===== src/rtl/freq_meter_ctrl_pkg.sv =====
// ============================================================================
// Module   : freq_meter_ctrl_pkg
// Brief    : State encodings shared by the frequency-meter sequencer.
// Revision : 1.0 - initial release
// ============================================================================
`default_nettype none

package freq_meter_ctrl_pkg;

    localparam logic [2:0] S_IDLE   = 3'd0;
    localparam logic [2:0] S_CLEAR  = 3'd1;
    localparam logic [2:0] S_GATE   = 3'd2;
    localparam logic [2:0] S_SETTLE = 3'd3;
    localparam logic [2:0] S_LATCH  = 3'd4;

endpackage

`default_nettype wire


===== src/rtl/freq_meter_ctrl_sync_2ff.sv =====
// ============================================================================
// Module   : sync_2ff
// Brief    : Two-flop synchronizer, asynchronous active-high reset to 0.
// Revision : 1.0 - initial release
// ============================================================================
`default_nettype none

module sync_2ff (
    input  logic clk,
    input  logic rst,
    input  logic i_d,
    output logic o_q
);

    logic r_meta;
    logic r_sync;

    always_ff @(posedge clk or posedge rst) begin
        if (rst) begin
            r_meta <= 1'b0;
            r_sync <= 1'b0;
        end else begin
            r_meta <= i_d;
            r_sync <= r_meta;
        end
    end

    assign o_q = r_sync;

endmodule

`default_nettype wire


===== src/rtl/freq_meter_ctrl.sv =====
// ============================================================================
// Module   : freq_meter_ctrl
// Brief    : Gate/settle/latch sequencer for an external 8-bit ripple counter.
// Revision : 1.0 - initial release
// ============================================================================
`default_nettype none

module freq_meter_ctrl
    import freq_meter_ctrl_pkg::*;
#(
    parameter int GATE_CYCLES   = 1000,
    parameter int SETTLE_CYCLES = 2,
    parameter int TB_W          = 16
) (
    input  logic       CLK,
    input  logic       Rd,
    input  logic       start,
    input  logic       continuous,
    input  logic       abort,
    input  logic [7:0] cnt_q,
    input  logic       cnt_cout,
    output logic       cnt_clr,
    output logic       cnt_en,
    output logic [7:0] result,
    output logic       overflow,
    output logic       valid,
    output logic       busy
);

    localparam logic [TB_W-1:0] C_GATE_LAST   = TB_W'(GATE_CYCLES - 1);
    localparam logic [TB_W-1:0] C_SETTLE_LAST = TB_W'(SETTLE_CYCLES - 1);
    localparam logic [TB_W-1:0] C_TB_MAX      = '1;

    logic [2:0]      r_state;
    logic [2:0]      w_next;
    logic [TB_W-1:0] r_tb;
    logic            w_cout_s;
    logic            r_cout_d;
    logic            r_wrap;
    logic            w_clr_nxt;
    logic            w_en_nxt;
    logic            w_busy_nxt;

    sync_2ff u_cout_sync (
        .clk (CLK),
        .rst (Rd),
        .i_d (cnt_cout),
        .o_q (w_cout_s)
    );

    always_ff @(posedge CLK or posedge Rd) begin
        if (Rd) r_state <= S_IDLE;
        else    r_state <= w_next;
    end

    always_comb begin
        w_next = r_state;
        case (r_state)
            S_IDLE:   if (start)                 w_next = S_CLEAR;
            S_CLEAR:                             w_next = S_GATE;
            S_GATE:   if (r_tb == C_GATE_LAST)   w_next = S_SETTLE;
            S_SETTLE: if (r_tb == C_SETTLE_LAST) w_next = S_LATCH;
            S_LATCH:  w_next = continuous ? S_CLEAR : S_IDLE;
            default:                             w_next = S_IDLE;
        endcase
        if (abort) w_next = S_IDLE;
    end

    // Outputs are decoded from the next state so the registered pins line up with r_state.
    always_comb begin
        w_clr_nxt  = (w_next == S_IDLE) || (w_next == S_CLEAR);
        w_en_nxt   = (w_next == S_GATE);
        w_busy_nxt = (w_next != S_IDLE);
    end

    always_ff @(posedge CLK or posedge Rd) begin
        if (Rd) begin
            cnt_clr  <= 1'b1;
            cnt_en   <= 1'b0;
            busy     <= 1'b0;
            valid    <= 1'b0;
            result   <= 8'd0;
            overflow <= 1'b0;
            r_tb     <= '0;
            r_cout_d <= 1'b0;
            r_wrap   <= 1'b0;
        end else begin
            cnt_clr  <= w_clr_nxt;
            cnt_en   <= w_en_nxt;
            busy     <= w_busy_nxt;
            valid    <= 1'b0;
            r_cout_d <= w_cout_s;

            if (w_next != r_state)   r_tb <= '0;
            else if (r_tb != C_TB_MAX) r_tb <= r_tb + TB_W'(1);

            // A falling synced carry means the counter rolled FF -> 00.
            if (abort || r_state == S_CLEAR)
                r_wrap <= 1'b0;
            else if ((r_state == S_GATE || r_state == S_SETTLE) && r_cout_d && !w_cout_s)
                r_wrap <= 1'b1;

            if (r_state == S_LATCH && !abort) begin
                result   <= cnt_q;
                overflow <= r_wrap;
                valid    <= 1'b1;
            end
        end
    end

endmodule

`default_nettype wire


===== config.mk =====
export PLATFORM = sky130hd
export DESIGN_NAME = freq_meter_ctrl
export DESIGN_NICKNAME = d
export VERILOG_FILES = /design/src/rtl/freq_meter_ctrl_pkg.sv /design/src/rtl/freq_meter_ctrl_sync_2ff.sv /design/src/rtl/freq_meter_ctrl.sv
export SDC_FILE = /design/constraint.sdc
export NUM_CORES = 1
export LEC_CHECK = 0
export BUFFER_PORTS_ARGS = -buffer_cell sky130_fd_sc_hd__buf_2
export CAP_MARGIN = 20
export CORE_ASPECT_RATIO = 2
export CORE_MARGIN = 2
export CORE_UTILIZATION = 41
export CTS_CLUSTER_DIAMETER = 120
export CTS_CLUSTER_SIZE = 28
export DETAILED_ROUTE_END_ITERATION = 10
export HOLD_SLACK_MARGIN = 0.05
export PLACE_DENSITY = 0.59
export SYNTH_ARGS = -nofsm -noshare
export SYNTH_HDL_FRONTEND = slang
export SYNTH_HIERARCHICAL = 1
export SYNTH_SLANG_ARGS = --single-unit

===== constraint.sdc =====
create_clock -name CLK -period 2.16 [get_ports CLK]
set_clock_uncertainty 0.15 [all_clocks]
set_input_delay 0.324 -clock CLK [delete_from_list [all_inputs] [get_ports CLK]]
set_output_delay 0.324 -clock CLK [all_outputs]
set_load 0.03 [all_outputs]

* Yosys cells after proc, flatten, opt, wreduce, memory -nomap -nowiden
Cells that the tools add are included.
** Word-level totals
- Register bits :: 36
- Output and inout bits :: 13
** Operators by class
- $add $sub $neg :: 1
- Equality and inequality tests :: 10
- Multiplexer cells :: 11
- Reductions and logical operators :: 13
** Operators by type and width (number)
- 16-bit two-way mux :: 2
- 16-bit by 1-bit adder with 16-bit output (second input constant) :: 1
- 16-bit by 1-bit equality test with 1-bit output (second input constant) :: 1
- 16-bit by 10-bit equality test with 1-bit output (second input constant) :: 1
- 16-bit != test (second input constant) :: 1
- 3-bit case mux with 5 select lines :: 1
- 3-bit two-way mux :: 4
- 3-bit by 2-bit equality test with 1-bit output (second input constant) :: 3
- 3-bit by 1-bit equality test with 1-bit output (second input constant) :: 2
- 3-bit logical NOT :: 2
- 1-bit two-way mux :: 4
- 2-bit nonzero test :: 2
- 3-bit equality test (second input constant) :: 1
- 1-bit logical AND :: 3
- 1-bit logical OR :: 3
- 3-bit != test :: 1
- 3-bit nonzero test :: 1
- 1-bit logical NOT :: 2

* Longest topological paths before layout
Gate-level depths: netlist of run 1.
- Depth in word-level cells :: 6
- Gate-level depth with buffers :: 7
- Depth with buffers taken out :: 6

* Modules after synthesis
The synthesis of run 1 kept the hierarchy.
** Modules (own cells, without submodules)
- freq_meter_ctrl :: times used 1, cells each 160, area an instance 1704.1 um^2
- sync_2ff :: times used 1, cells each 3, area an instance 53.8 um^2

* Least setup slack after synthesis of run 1
OpenSTA, ideal clock, no wires.
- Kind :: reg2reg
- Start point :: register r_tb[0]
- End point :: register r_tb[7]
- Library setup time :: 87 ps
- Arrival :: 1638 ps
- Path slack :: 285 ps
- Cell stages (with the launch flop) :: 6
- Path buffers :: 0
- Clock period less this slack :: 1875 ps
- Cells stage by stage :: dfrtp_1 ha_1 nand2_1 nor4_1 o21ai_0 a22oi_1
** Between the ends
- Word-level cells in the longest chain between the ends :: 6
** RTL lines
- start, declared :: RTL line freq_meter_ctrl.sv:36 : logic [TB_W-1:0] r_tb;
- start signal, assigned :: RTL line freq_meter_ctrl.sv:95 : else if (r_tb != C_TB_MAX) r_tb <= r_tb + TB_W'(1);
- 16-bit by 1-bit equality test with 1-bit output or 16-bit by 10-bit equality test with 1-bit output (tied branches) :: RTL line freq_meter_ctrl.sv:62, freq_meter_ctrl.sv:61
- 3-bit two-way mux (on tied branches) :: RTL line freq_meter_ctrl.sv:62, freq_meter_ctrl.sv:61
- 3-bit case mux with 5 select lines :: RTL line freq_meter_ctrl.sv:58 : case (r_state)
- 3-bit two-way mux :: RTL line freq_meter_ctrl.sv:66 : if (abort) w_next = S_IDLE;
- 3-bit != test :: RTL line freq_meter_ctrl.sv:94 : if (w_next != r_state) r_tb <= '0;
- 16-bit two-way mux or 2-bit nonzero test (tied branches)
Parallel ways exist; a longest one is shown, timed or not. The select of a mux whose other input is x is not followed.
A chain may end at the register's enable or synchronous reset.

* Final worst setup path of run 1
- Start point :: register r_tb[0]
- End point :: register r_tb[9]
Same word-level chain as after synthesis.

==> results of run 1 <==
## per-layer routing
layer / vias up / track usage, % / wire, um / share of wire, %
li1: 705 / - / - / -
met1: 712 / 18.1 / 1490 / 38
met2: 44 / 32.2 / 2200 / 56
met4: 0 / 7.69 / 102 / 2.6
met3: 10 / 3.24 / 152 / 3.9
met5: - / 0 / 0 / 0
## state kept, by name, indices dropped and copies added (netlist names)
name and count:
valid 1, busy 1, result 8, u_cout_sync/o_q 1, r_wrap 1, r_cout_d 1
u_cout_sync/r_meta 1, cnt_clr 1, r_state 3, overflow 1, cnt_en 1, r_tb 16
## power by group
group,switching (W),internal [W]
logic,0.000144,0.0000963
clock network,0.000237,0.000342
registers,0.0000451,0.000720
total,0.000427,0.00116
## worst register-to-register path, stage by stage, from the launching register on
cell and delay, ns:
dfrtp_1 0.44, ha_1 0.27, nand2_1 0.21, nor4_1 0.09
buf_4 0.17, or4_1 0.47, a22oi_1 0.17
## final cells by class
class,instances,area [um^2]
clock inverters,2,35.0
flip-flops and latches,36,902
well taps,52,65.1
repair buffers,39,233
fillers,374,1980
clock buffers,6,72.6
inverters,4,15.0
multi-input cells,117,828
## worst paths after layout
kind	from	end	slack, ns	cells past startpoint
setup / recovery	r_tb[0]	r_tb[9]	0.11	6
hold / removal	cnt_q[4]	result[4]	0.11	2
setup reg to reg	r_tb[0]	r_tb[9]	0.11	6
hold reg to reg	u_cout_sync/r_meta	u_cout_sync/o_q	0.20	0
max in group asynchronous	Rd	cnt_clr	0.99	4
min in group asynchronous	Rd	u_cout_sync/o_q	0.29	3
## cells in the final DEF, fill, tap and decap left out, types with 5 or more instances in the layout
master,netlist,routed
dfrtp_1,35,35
buf_2,1,26
buf_4,0,11
mux2_2,10,10
a21oi_1,9,9
nand2_1,8,8
nor2_1,7,7
nand3_1,7,7
nor4_1,6,6
o21ai_0,6,6
a22oi_1,6,6
and3_1,5,5
clkbuf_8,0,5
## per-stage QoR
stage / total power, W / util [%]
2_1_floorplan: 0.000934 / -
6_report: 0.00159 / 52.1
5_1_grt: 0.00168 / 52.1
3_3_place_gp: 0.00101 / 48.9
4_1_cts: 0.00161 / 52.0
3_5_place_dp: 0.00102 / 48.9
## kinds of logic (layout without fill, tap and decap cells)
kind of cell    count (synthesis)  after routing
buf+inv                        10             51
flops                          36             36
simple gates                   60             60
fa+ha+maj                       2              2
xor+xnor                        3              3
compound gates                 40             40
mux                            12             12
## what timing repair did
action / 4_1_cts / 5_1_grt
hold buffers: 2 / 0
hold endpoints to repair: 36 / 0
gates resized for setup: 0 / 1
setup endpoints to repair: 0 / 1
==> impl_metrics.ini, run 1 <==
[run_status]
status = finished, final reports clean

[floorplan]
floorplan.initialDensity_pct = 42.6
fp.dieH_um = 96.6
pin_count = 27
dieWidth_um = 50.3
die-area_um2 = 4860
coreArea_um2 = 4130
row_count = 33

[job]
max_cap_viol_count = 0

[setup_path]
crit_arrival_ns = 2.10
cp_num_buf_inv = 1
cp_top_family = simple AND/OR/NAND/NOR gates
startpoint_type = register
path_class = register to register
cp_max_fo = 7
critPathCaptureType = register
cp.required_ns = 2.21
crit_slowest_cell = or4_1
cpPeakStageDelay_ns = 0.47
path_cells = ha_1 -> nand2_1 -> nor4_1 -> buf_4 -> or4_1 -> a22oi_1

[timing]
rsz0062_at_grt = false
slew_headroom_pct = 61.9
min_period_ns = 2.05
holdWs_ns = 0.114
period_share_pct = 94.9
timing.final.ws_setup_ns = 0.111
hold_viol_final = 0
tightest_slew_ns = 0.564
tns_ns = 0
clock.fmax_mhz = 488
drv_slew = 0
setup_viol = 0

[synthesis]
synth_adder_area_share_pct = 1.42
synth_compound_gate_area_share_pct = 15.3
syn_nets = 179
ys_warn_count = 6
yosys.area_share.xor_xnor_pct = 1.49
synth_flop_cell = dfrtp_1
synth_seq_cells = 36
yosys.area.top_type = dfrtp_1
seq_area_frac_synth_pct = 51.3
synth_top_family_by_area = simple AND/OR/NAND/NOR gates
synth_top_cells_by_count = 35 x dfrtp_1, 10 x mux2_2, 9 x a21oi_1
syn-cell-area_um2 = 1760
yosys.area_share.simple_pct = 20.7
synth-edff-count = 0
synthArstFlopShare_pct = 100
synthCells = 163
yosysTopAreaCellShare_pct = 49.8
yosysUniqueCellTypes = 42
syn_area_per_cell_um2 = 10.8
synth.most_common_cell = dfrtp_1
synth.area.mux_share_pct = 7.54
netlist_top_cells_area = dfrtp_1 50%, mux2_2 6.4%, a21oi_1 2.6%, a22oi_1 2.6%, nor4_1 2.1%

[power_and_ir_drop]
p_per_area_nw_per_um2 = 737
leakage_nw = 1.02
ir_drop_mv = 0.472

[final_layout]
drive_above_1_share_pct = 30.4
antennaDiodeCount = 0
fin_nets = 219
layout.cells.non_filler = 256
area_delta_synth_final_pct = 22.3
finalInstanceArea_um2 = 2150

[global_route]
track_usage_pct = 17.4
grt_first_pass_wirelength_um = 6610
grt_max_degree = 35
antenna_found_initial = 0
grt_pass1_vias = 1495
grt-ovfl-total = 0

[clock_network]
clockRootBuffer = clkbuf_8
cts_tree = built
postCtsSetupBuffers = 0
clock_sinks = 36
cts.clk_slew.worst_paths_ns = 0.07
numCtsBuffers = 5
cts_max_path_buffers = 2
ctsHtreeMaxLevel = 2
clk_latency_ns = 0.29

[placed_design]
io_buffer_count = 26
place_hpwl_um = 2850
pre_cts_ws_ns = 0.153
dp.cells = 246
place_area_um2 = 2020
place_congestion = 0.875

[route]
drt-initial-drc-count = 39
ant_nets = 0
drc = 0
routedWlPerCell_um = 15.4
num_vias = 1471
wirelength_um = 3950
vias_per_cell = 5.75
drtPass1Iterations = 4

[hold_path]
hp-class = input pin to register
Note: power is estimated with default switching activity, not from simulation.
==> run 2, diff against run 1 <==
- MAX_ROUTING_LAYER: default -> met4
==> impl_metrics.ini, run 2 (same netlist as run 1, synthesis figures left out) <==
[placed_design]
place_hpwl_um = 2850
io_buffer_count = 26
place_congestion = 0.889

[power_and_ir_drop]
p_per_area_nw_per_um2 = 738
leakage_nw = 1.02
ir_drop_mv = 0.473

[job]
max_cap_viol_count = 0

[global_route]
grt-ovfl-total = 0
grt_max_degree = 35
grt_first_pass_wirelength_um = 6610
track_usage_pct = 17.9
grt_pass1_vias = 1493
antenna_found_initial = 0

[final_layout]
final_common_cell = dfrtp_1
reg_top3 = r_tb (16), result (8), r_state (3)
mostFrequentLayoutCells = 35 x dfrtp_1, 26 x buf_2, 11 x buf_4
regArea_um2 = 902
drive_above_1_share_pct = 30.4
regMostFlops = r_tb
fill_cells = 374
multi_input_area_um2 = 828
largest_reg_flops = 16
antennaDiodeCount = 0
area_delta_synth_final_pct = 22.3
fin_nets = 219

[clock_network]
numCtsBuffers = 5
cts_tree = built
clock_sinks = 36
clockRootBuffer = clkbuf_8
clk_latency_ns = 0.28
ctsHtreeMaxLevel = 2
cts.clk_slew.worst_paths_ns = 0.07
cts_max_path_buffers = 2
postCtsSetupBuffers = 0

[setup_path]
cpPeakStageDelay_ns = 0.47
path_class = register to register
cp_max_fo = 7
cp.required_ns = 2.21
path_cells = ha_1 -> nand2_1 -> nor4_1 -> buf_4 -> or4_1 -> a22oi_1
critPathCaptureType = register
crit_slowest_cell = or4_1
crit_arrival_ns = 2.09
startpoint_type = register

[timing]
drv_slew = 0
tightest_slew_ns = 0.555
clock.fmax_mhz = 489
period_share_pct = 94.6
tns_ns = 0
rsz0062_at_grt = false
min_period_ns = 2.04
hold_viol_final = 0
setup_viol = 0
slew_headroom_pct = 62.5
holdWs_ns = 0.115

[floorplan]
row_count = 33
floorplan.initialDensity_pct = 42.6
die-area_um2 = 4860
coreArea_um2 = 4130
fp.dieH_um = 96.6
pin_count = 27
dieWidth_um = 50.3

[hold_path]
hp-class = input pin to register

[route]
drtPass1Iterations = 4
routedWlPerCell_um = 15.4
drt-initial-drc-count = 44
ant_nets = 0
vias_per_cell = 5.70
num_vias = 1458
wirelength_um = 3950
drc = 0

[run_status]
status = finished, final reports clean
-- run 2: cell type report --
type | count | area share [%]
clock buffers | 6 | 3.37
clock inverters | 2 | 1.63
inverters | 4 | 0.698
multi-input cells | 117 | 38.5
flip-flops and latches | 36 | 41.9
well taps | 52 | 3.03
repair buffers | 39 | 10.8
-- run 2: worst paths after layout --
path                            slack, ns              end  depth (start not counted)          startpoint
worst max-delay path                 0.12          r_tb[9]                          6             r_tb[0]
worst min-delay path                 0.11        result[4]                          2            cnt_q[4]
worst max register to register       0.12          r_tb[9]                          6             r_tb[0]
worst min register to register       0.20  u_cout_sync/o_q                          0  u_cout_sync/r_meta
max in group asynchronous            0.99          cnt_clr                          4                  Rd
min in group asynchronous            0.29  u_cout_sync/o_q                          3                  Rd
-- run 2: critical path, delay by kind of cell, from the launching register on --
kind / cells / cell delay [ns]
compound gates: 1 / 0.17
fa+ha+maj: 1 / 0.27
buf+inv: 1 / 0.17
flops: 1 / 0.44
simple gates: 3 / 0.75
-- run 2: routing by layer --
metal / up-vias / share of wire (%) / wire (um) / GRT usage, %
met5: - / 0 / 0 / -
met4: 0 / 2.6 / 102 / 7.69
met3: 10 / 2.8 / 112 / 3.24
met2: 30 / 56 / 2200 / 32.2
met1: 714 / 39 / 1530 / 18.1
li1: 704 / - / - / -
-- run 2: report_power, final --
group | switching [W] | total [W] | internal, W | leakage, nW
Combinational | 0.000145 | 0.000242 | 0.0000965 | 0.475
Sequential | 0.0000461 | 0.000766 | 0.000720 | 0.485
Clock | 0.000237 | 0.000580 | 0.000342 | 0.0552
Total | 0.000428 | 0.00159 | 0.00116 | 1.02
-- run 2: what timing repair did --
item,4_1_cts,5_1_grt
hold buffers,2,0
resized for setup,0,1
setup endpoints to repair,0,1
endpoints found under the hold margin,36,0
-- run 2: through the flow --
step / cell area, um^2 / total power, W / util, % / std cells / setup WS (ns)
2_1_floorplan: 1760 / 0.000934 / - / 163 / 0.285
3_3_place_gp: 2020 / 0.00101 / 48.9 / 246 / 0.176
3_5_place_dp: 2020 / 0.00102 / 48.9 / 246 / 0.153
4_1_cts: 2150 / 0.00161 / 52.0 / 256 / 0.134
5_1_grt: 2150 / 0.00168 / 52.1 / 256 / 0.0353
6_report: 2150 / 0.00159 / 52.1 / 256 / 0.117
